==> src/rtl/player_shot_ctrl.sv <==
// Player bullet scheduler: fires on shoot-button edges into a pool of slots,
// moves live bullets upward once per frame tick, retires them on hit or top exit.
module player_shot_ctrl #(
  parameter int unsigned num_slots_p = 2,
  parameter int unsigned cooldown_p  = 16,
  parameter int unsigned step_p      = 4,
  parameter int unsigned spawn_y_p   = 440,
  parameter int unsigned top_y_p     = 8
) (
  input  logic                      clk_i,
  input  logic                      reset_i,
  input  logic                      shoot_i,
  input  logic                      tick_i,
  input  logic                      enable_i,
  input  logic                      clear_i,
  input  logic [9:0]                pos_left_i,
  input  logic [9:0]                pos_right_i,
  input  logic [num_slots_p-1:0]    hit_slot_i,
  output logic [num_slots_p-1:0]    active_o,
  output logic [10*num_slots_p-1:0] bullet_x_o,
  output logic [10*num_slots_p-1:0] bullet_y_o,
  output logic                      fire_o,
  output logic                      ready_o,
  output logic [7:0]                cooldown_o
);

  localparam int unsigned coord_w = 10;
  localparam int unsigned cnt_w   = 8;

  localparam logic [coord_w-1:0] spawn_y  = coord_w'(spawn_y_p);
  localparam logic [coord_w-1:0] step_y   = coord_w'(step_p);
  localparam logic [coord_w-1:0] retire_y = coord_w'(top_y_p + step_p);
  localparam logic [cnt_w-1:0]   cd_load  = cnt_w'(cooldown_p);

  typedef enum logic {
    SLOT_IDLE   = 1'b0,
    SLOT_FLYING = 1'b1
  } slot_state_t;

  slot_state_t        state_q [num_slots_p];
  slot_state_t        state_d [num_slots_p];
  logic [coord_w-1:0] x_q     [num_slots_p];
  logic [coord_w-1:0] x_d     [num_slots_p];
  logic [coord_w-1:0] y_q     [num_slots_p];
  logic [coord_w-1:0] y_d     [num_slots_p];
  logic [cnt_w-1:0]   cooldown_q, cooldown_d;
  logic               shoot_prev_q;
  logic               fire_q, fire_d;

  logic                   press, accept, move, found;
  logic [num_slots_p-1:0] alloc_oh;
  logic [coord_w:0]       pos_sum;
  logic [coord_w-1:0]     spawn_x;

  // Registered state; shoot history tracks the button even while frozen
  always_ff @(posedge clk_i or posedge reset_i) begin
    if (reset_i) begin
      for (int i = 0; i < int'(num_slots_p); i++) begin
        state_q[i] <= SLOT_IDLE;
        x_q[i]     <= '0;
        y_q[i]     <= '0;
      end
      cooldown_q   <= '0;
      shoot_prev_q <= 1'b0;
      fire_q       <= 1'b0;
    end else begin
      for (int i = 0; i < int'(num_slots_p); i++) begin
        state_q[i] <= state_d[i];
        x_q[i]     <= x_d[i];
        y_q[i]     <= y_d[i];
      end
      cooldown_q   <= cooldown_d;
      shoot_prev_q <= shoot_i;
      fire_q       <= fire_d;
    end
  end

  // Next-state: clear > hit > load > move, per slot
  always_comb begin
    press    = shoot_i & ~shoot_prev_q;
    move     = tick_i & enable_i;
    found    = 1'b0;
    alloc_oh = '0;
    pos_sum  = (coord_w+1)'(pos_left_i) + (coord_w+1)'(pos_right_i);
    spawn_x  = pos_sum[coord_w:1];

    // Lowest free slot, judged from registered state only
    for (int i = 0; i < int'(num_slots_p); i++) begin
      if (!found && state_q[i] == SLOT_IDLE) begin
        alloc_oh[i] = 1'b1;
        found       = 1'b1;
      end
    end

    accept  = press & enable_i & ~clear_i & (cooldown_q == '0) & found;
    ready_o = (cooldown_q == '0) & found & enable_i;
    fire_d  = accept;

    for (int i = 0; i < int'(num_slots_p); i++) begin
      state_d[i] = state_q[i];
      x_d[i]     = x_q[i];
      y_d[i]     = y_q[i];
      if (clear_i || (state_q[i] == SLOT_FLYING && hit_slot_i[i])) begin
        state_d[i] = SLOT_IDLE;
        x_d[i]     = '0;
        y_d[i]     = '0;
      end else if (accept && alloc_oh[i]) begin
        state_d[i] = SLOT_FLYING;
        x_d[i]     = spawn_x;
        y_d[i]     = spawn_y;
      end else if (state_q[i] == SLOT_FLYING && move) begin
        if (y_q[i] < retire_y) begin
          state_d[i] = SLOT_IDLE;
          x_d[i]     = '0;
          y_d[i]     = '0;
        end else begin
          y_d[i] = y_q[i] - step_y;
        end
      end
    end

    cooldown_d = cooldown_q;
    if (clear_i) begin
      cooldown_d = '0;
    end else if (accept) begin
      cooldown_d = cd_load;
    end else if (move && cooldown_q != '0) begin
      cooldown_d = cooldown_q - cnt_w'(1);
    end
  end

  // Flatten per-slot registers onto the packed output buses
  always_comb begin
    active_o   = '0;
    bullet_x_o = '0;
    bullet_y_o = '0;
    for (int i = 0; i < int'(num_slots_p); i++) begin
      active_o[i]                  = (state_q[i] == SLOT_FLYING);
      bullet_x_o[10*i +: coord_w]  = x_q[i];
      bullet_y_o[10*i +: coord_w]  = y_q[i];
    end
  end

  assign fire_o     = fire_q;
  assign cooldown_o = cooldown_q;

endmodule
==> config.mk <==
export PLATFORM = sky130hd
export DESIGN_NAME = player_shot_ctrl
export DESIGN_NICKNAME = d
export VERILOG_FILES = /design/src/rtl/player_shot_ctrl.sv
export SDC_FILE = /design/constraint.sdc
export NUM_CORES = 1
export LEC_CHECK = 0
export ABC_CLOCK_PERIOD_IN_PS = 5800
export BUFFER_PORTS_ARGS = -buffer_cell sky130_fd_sc_hd__buf_2
export CORE_MARGIN = 2
export CORE_UTILIZATION = 39
export DETAILED_ROUTE_END_ITERATION = 10
export HOLD_SLACK_MARGIN = 0.15
export SKIP_CTS_REPAIR_TIMING = 1
export SLEW_MARGIN = 30
export SYNTH_ARGS = -nofsm -noshare
export SYNTH_HDL_FRONTEND = slang
export SYNTH_SLANG_ARGS = --single-unit
==> constraint.sdc <==
create_clock -name clk_i -period 5.8 [get_ports clk_i]
set_input_delay 0.29 -clock clk_i [delete_from_list [all_inputs] [get_ports clk_i]]
set_output_delay 0.29 -clock clk_i [all_outputs]
set_load 0.03 [all_outputs]
Yosys cells after proc, flatten, opt, wreduce, memory -nomap -nowiden
Index checks and enable logic that the tools add are counted.
{"block": "word_totals", "regBits": 52, "latch_bits": 0, "mem_bits_rw": 0, "romBits": 0, "output_inout_bits": 52, "word_cells": 75, "memories": 0}
{"block": "classes", "n_addsub": 4, "n_mul": 0, "div": 0, "magnitude_cmp": 2, "eq_ne": 0, "n_shift": 0, "muxes": 30, "bitwise": 11, "reduce_logical": 19}
{"cell": "10-bit two-way mux", "count": 16}
{"cell": "8-bit two-way mux", "count": 3}
{"cell": "10-bit by 4-bit < comparator with 1-bit output, second input constant", "count": 2}
{"cell": "10-bit by 3-bit subtractor with 10-bit output, second input constant", "count": 2}
{"cell": "3-bit nonzero test", "count": 5}
{"cell": "10-bit by 10-bit adder with 11-bit output", "count": 1}
{"cell": "1-bit two-way mux", "count": 11}
{"cell": "1-bit AND", "count": 8}
{"cell": "1-bit logical AND", "count": 8}
{"cell": "8-bit logical NOT", "count": 1}
{"cell": "8-bit nonzero test", "count": 1}
{"cell": "8-bit by 1-bit subtractor with 8-bit output, second input constant", "count": 1}
{"cell": "2-bit AND reduction", "count": 2}
{"cell": "1-bit inverter", "count": 3}
{"cell": "1-bit logical OR", "count": 2}

Longest topological paths before layout
{"block": "logic_depth", "word_depth": 9, "ltp_mapped": 10, "depth_no_buf": 7}

Least setup slack after synthesis
Ideal clock, no wire load.
{"block": "synth_timing", "path_type": "flip-flop to output port", "from": "register cooldown_q[2], in the netlist cooldown_o[2]", "to": "output ready_o", "t_arrival_ns": 1.999, "path_slack_ns": 3.511, "stages_incl_launch_ff": 4, "path_buffers": 1, "cell_sequence": "dfrtp_1 or4_4 buf_6 a211oi_1"}
{"block": "synth_between", "elab_chain_cells": 3}
{"element": "start, declared", "line_no": "46", "text": "logic [cnt_w-1:0] cooldown_q, cooldown_d;"}
{"element": "start signal, assigned", "line_no": "72", "text": "cooldown_q <= cooldown_d;"}
{"element": "8-bit logical NOT", "line_no": "96", "text": "ready_o = (cooldown_q == '0) & found & enable_i;"}
{"element": "1-bit AND (2 in a row)", "line_no": "96"}
{"element": "end, declared", "line_no": "23", "text": "output logic ready_o,"}
No other way between the ends.

Worst setup path after layout
{"block": "layout_timing", "from": "register cooldown_q[0], in the netlist cooldown_o[0]", "to": "register y_q (netlist bit bullet_y_o[9])"}
{"block": "layout_between", "elab_chain_cells": 6}
{"element": "8-bit logical NOT (*)", "line_no": "95", "text": "accept = press & enable_i & ~clear_i & (cooldown_q == '0) & found;"}
{"element": "1-bit AND (*) (2 in a row)", "line_no": "95"}
{"element": "1-bit logical AND (*)", "line_no": "107", "text": "end else if (accept && alloc_oh[i]) begin"}
{"element": "10-bit two-way mux", "line_no": "107"}
{"element": "10-bit two-way mux", "line_no": "103", "text": "if (clear_i || (state_q[i] == SLOT_FLYING && hit_slot_i[i])) begin"}
{"element": "end signal, assigned by index", "line_no": "70", "text": "y_q[i] <= y_d[i];"}
{"element": "end, declared", "line_no": "44", "text": "logic [coord_w-1:0] y_q [num_slots_p];"}
Mark *: on every way between the ends. The rest lies on a longest branch, timed or not.
A chain may end at the register's enable or synchronous reset.

==> flow_metrics.tcl <==
set metrics [dict create \
    status "complete, no violations" \
    holdCritPathClass "in2reg" \
    syn_area_per_cell_sq_um 9.84 \
    synth_xor_area_share_pct 3.90 \
    layout_common_cells "75 x buf_2, 48 x dfrtp_1, 27 x nand2_1, 22 x nor2_1, 16 x o21ai_0" \
    tns_ns 0 \
    rows 31 \
    whs_ns 0.281 \
    ioPinCount 80 \
    drive_gt1_share_pct 28.0 \
    syn_area_sq_um 2920 \
    vias 2505 \
    cp-end-kind "flop" \
    cts_buffers 5 \
    yosys.area_share.adder_pct 6.68 \
    clk_latency_ns 0.30 \
    wl_per_cell_microns 14.8 \
    drv_slew 0 \
    hold_path_end "cooldown_o[4]" \
    place.gp.congestion 0.795 \
    grt_pass1_vias 2390 \
    synth_edf_count 0 \
    clock_sinks 48 \
    die_h_microns 90.6 \
    fmax_ghz 0.378 \
    worstSetupPathType "reg2reg" \
    muxShareOfSynthArea_pct 0.385 \
    core-area_sq_um 7250 \
    startpoint "cooldown_o[0]" \
    wl_met3_microns 319 \
    fin_util_pct 47.4 \
    r2r_setup_slack_ns 3.15 \
    synth_compound_area_share_pct 23.0 \
    die_x_microns 90.6 \
    routed_wl_microns 6980 \
    slew_headroom_pct 42.0 \
    final_common_cell "buf_2" \
    hold_viol_final 0 \
    dieArea_sq_um 8200 \
    grt_max_degree 49 \
    finalSetupViolations 0 \
    initial_core_util_pct 40.3 \
    min_path_cells 2 \
    cp_data_arrival_time_ns 2.88 \
    synthFlopType "dfrtp_1" \
    tightest_slew_ns 0.866 \
    final_nets 414 \
    antenna_found_initial 0 \
    powerDensity_nw_per_um2 404 \
    gr-total-overflow 0 \
    synthArstFlopShare_pct 100 \
    synth_warnings 0 \
    synth-simple-area-share_pct 19.4 \
    routed.top_layer "met4" \
    wl_met1_microns 3290 \
    reg2reg_depth 7 \
    synth_top_family_by_area "compound AO/OA/AOI/OAI gates" \
    synth-seq-cells 48 \
    worstPathMaxFanout 11 \
    antenna_cells 0 \
    syn2layout_area_growth_pct 17.6 \
    finClkSkew_ns 0.00883 \
    grt_usage_pct 17.3 \
    timing.rr.start "cooldown_o[0]" \
    p_leak_nw 1.75 \
    drtAntennaViolNets 0 \
    max_cap_violations 0 \
    io_buffers 75 \
    wl_met2_microns 3310 \
    ys_types 58 \
    hp-start "clear_i" \
    cp.required_ns 6.03 \
    cp-start-kind "flop" \
    grt_setup_unrepaired "no" \
    drt_iter0_markers 114 \
    period_share_pct 45.6 \
    r2r_end "bullet_y_o[9]" \
    period_needed_ns 2.65 \
    drcViolationCount 0 \
    grt_pass1_wl_microns 11800 \
    ctsHtreeMaxLevel 2 \
    vdd_drop_max_mv 0.151 \
    root_buffer "clkbuf_8" \
    clockBufferDepth 2 \
    path_clk_slew_ns 0.09 \
    yosysSeqAreaShare_pct 41.1 \
    fill_cells 729 \
    via_per_inst 5.32 \
    synthCells 297 \
    first_pass_iters 5 \
    dp_hpwl_microns 5240 \
    cts_tree "yes" \
]
==> worst max path at each step <==
stage	cells after the start	slack, ns	end
final	7	3.15	bullet_y_o[9]
after global routing	7	2.88	bullet_y_o[9]
after CTS	7	3.13	bullet_y_o[9]
after detailed placement	7	3.16	bullet_y_o[9]
after global placement	7	3.28	bullet_y_o[9]
after floorplan	3	3.51	ready_o
==> sequential cells by signal, indices dropped and copies added, names as in the netlist <==
| name | count |
|---|---|
| active_o | 2 |
| bullet_x_o | 20 |
| bullet_y_o | 16 |
| cooldown_o | 8 |
| fire_o | 1 |
| shoot_prev_q | 1 |
==> worst max-delay path, stage by stage (launching register included) <==
cell and delay, ns:
dfrtp_1 0.42, inv_1 0.07, ha_1 0.22, nand4bb_1 0.46, nor4_4 0.67, a211oi_2 0.20
or3_1 0.40, a21oi_2 0.13
==> cell type report <==
cell class                      instances  area, sq um  area share (%)
Clock buffer                            5         68.8            2.00
Clock inverter                          3         18.8           0.546
Inverter                               12         47.5            1.38
Multi-Input combinational cell        226         1580            45.8
Sequential cell                        48         1200            34.9
Tap cell                               99          124            3.60
Timing Repair Buffer                   78          403            11.7
==> synth_stat cells, drive strengths merged, types with 3 or more instances <==
master	number	area [sq um]
nand2	27	101
nor3	8	45.0
a211oi	8	77.6
nor2	22	82.6
and2	3	18.8
o211ai	6	45.0
xor2	9	78.8
o311ai	5	51.3
buf	12	95.1
dfrtp	48	1200
or3	5	31.3
or4	6	56.3
nand3b	3	22.5
a31oi	4	25.0
nand2b	4	25.0
o21ai	16	80.1
ha	14	175
a21o	5	37.5
or2	3	21.3
nand3	8	40.0
nor2b	4	25.0
o31ai	3	27.5
xnor2	4	35.0
nor4	5	52.6
inv	12	45.0
a21oi	18	101
a22o	14	123
==> stage by stage <==
step / setup WS (ns) / total power [W] / instances / cell area, sq um
after detailed placement: 3.16 / 0.00120 / 461 / 3330
after global routing: 2.88 / 0.00150 / 471 / 3440
after CTS: 3.13 / 0.00140 / 469 / 3420
after floorplan: 3.51 / 0.00105 / 300 / 2930
final: 3.15 / 0.00139 / 471 / 3440
after global placement: 3.28 / 0.00119 / 461 / 3330
==> routing by layer <==
layer	up-vias	track usage, %
met5	-	0
met4	0	4.74
met3	6	3.59
met2	63	27.2
met1	1197	24.2
li1	1239	-
==> report_power, final <==
group	switching (W)	total (W)	internal, W
Sequential	0.0000917	0.000493	0.000402
Clock	0.000116	0.000201	0.0000843
Combinational	0.000453	0.000695	0.000243
==> cells by family (layout without fill, tap and decap cells) <==
group / count (synthesis) / after routing
AND/OR/NAND/NOR: 104 / 104
multiplexers: 1 / 1
buffers and inverters: 26 / 98
AO/OA/AOI/OAI: 89 / 89
XOR/XNOR: 13 / 13
flip-flops: 48 / 48
other: 1 / 4
adder cells (fa/ha/maj): 15 / 15
(Power assumes the default switching activity.)
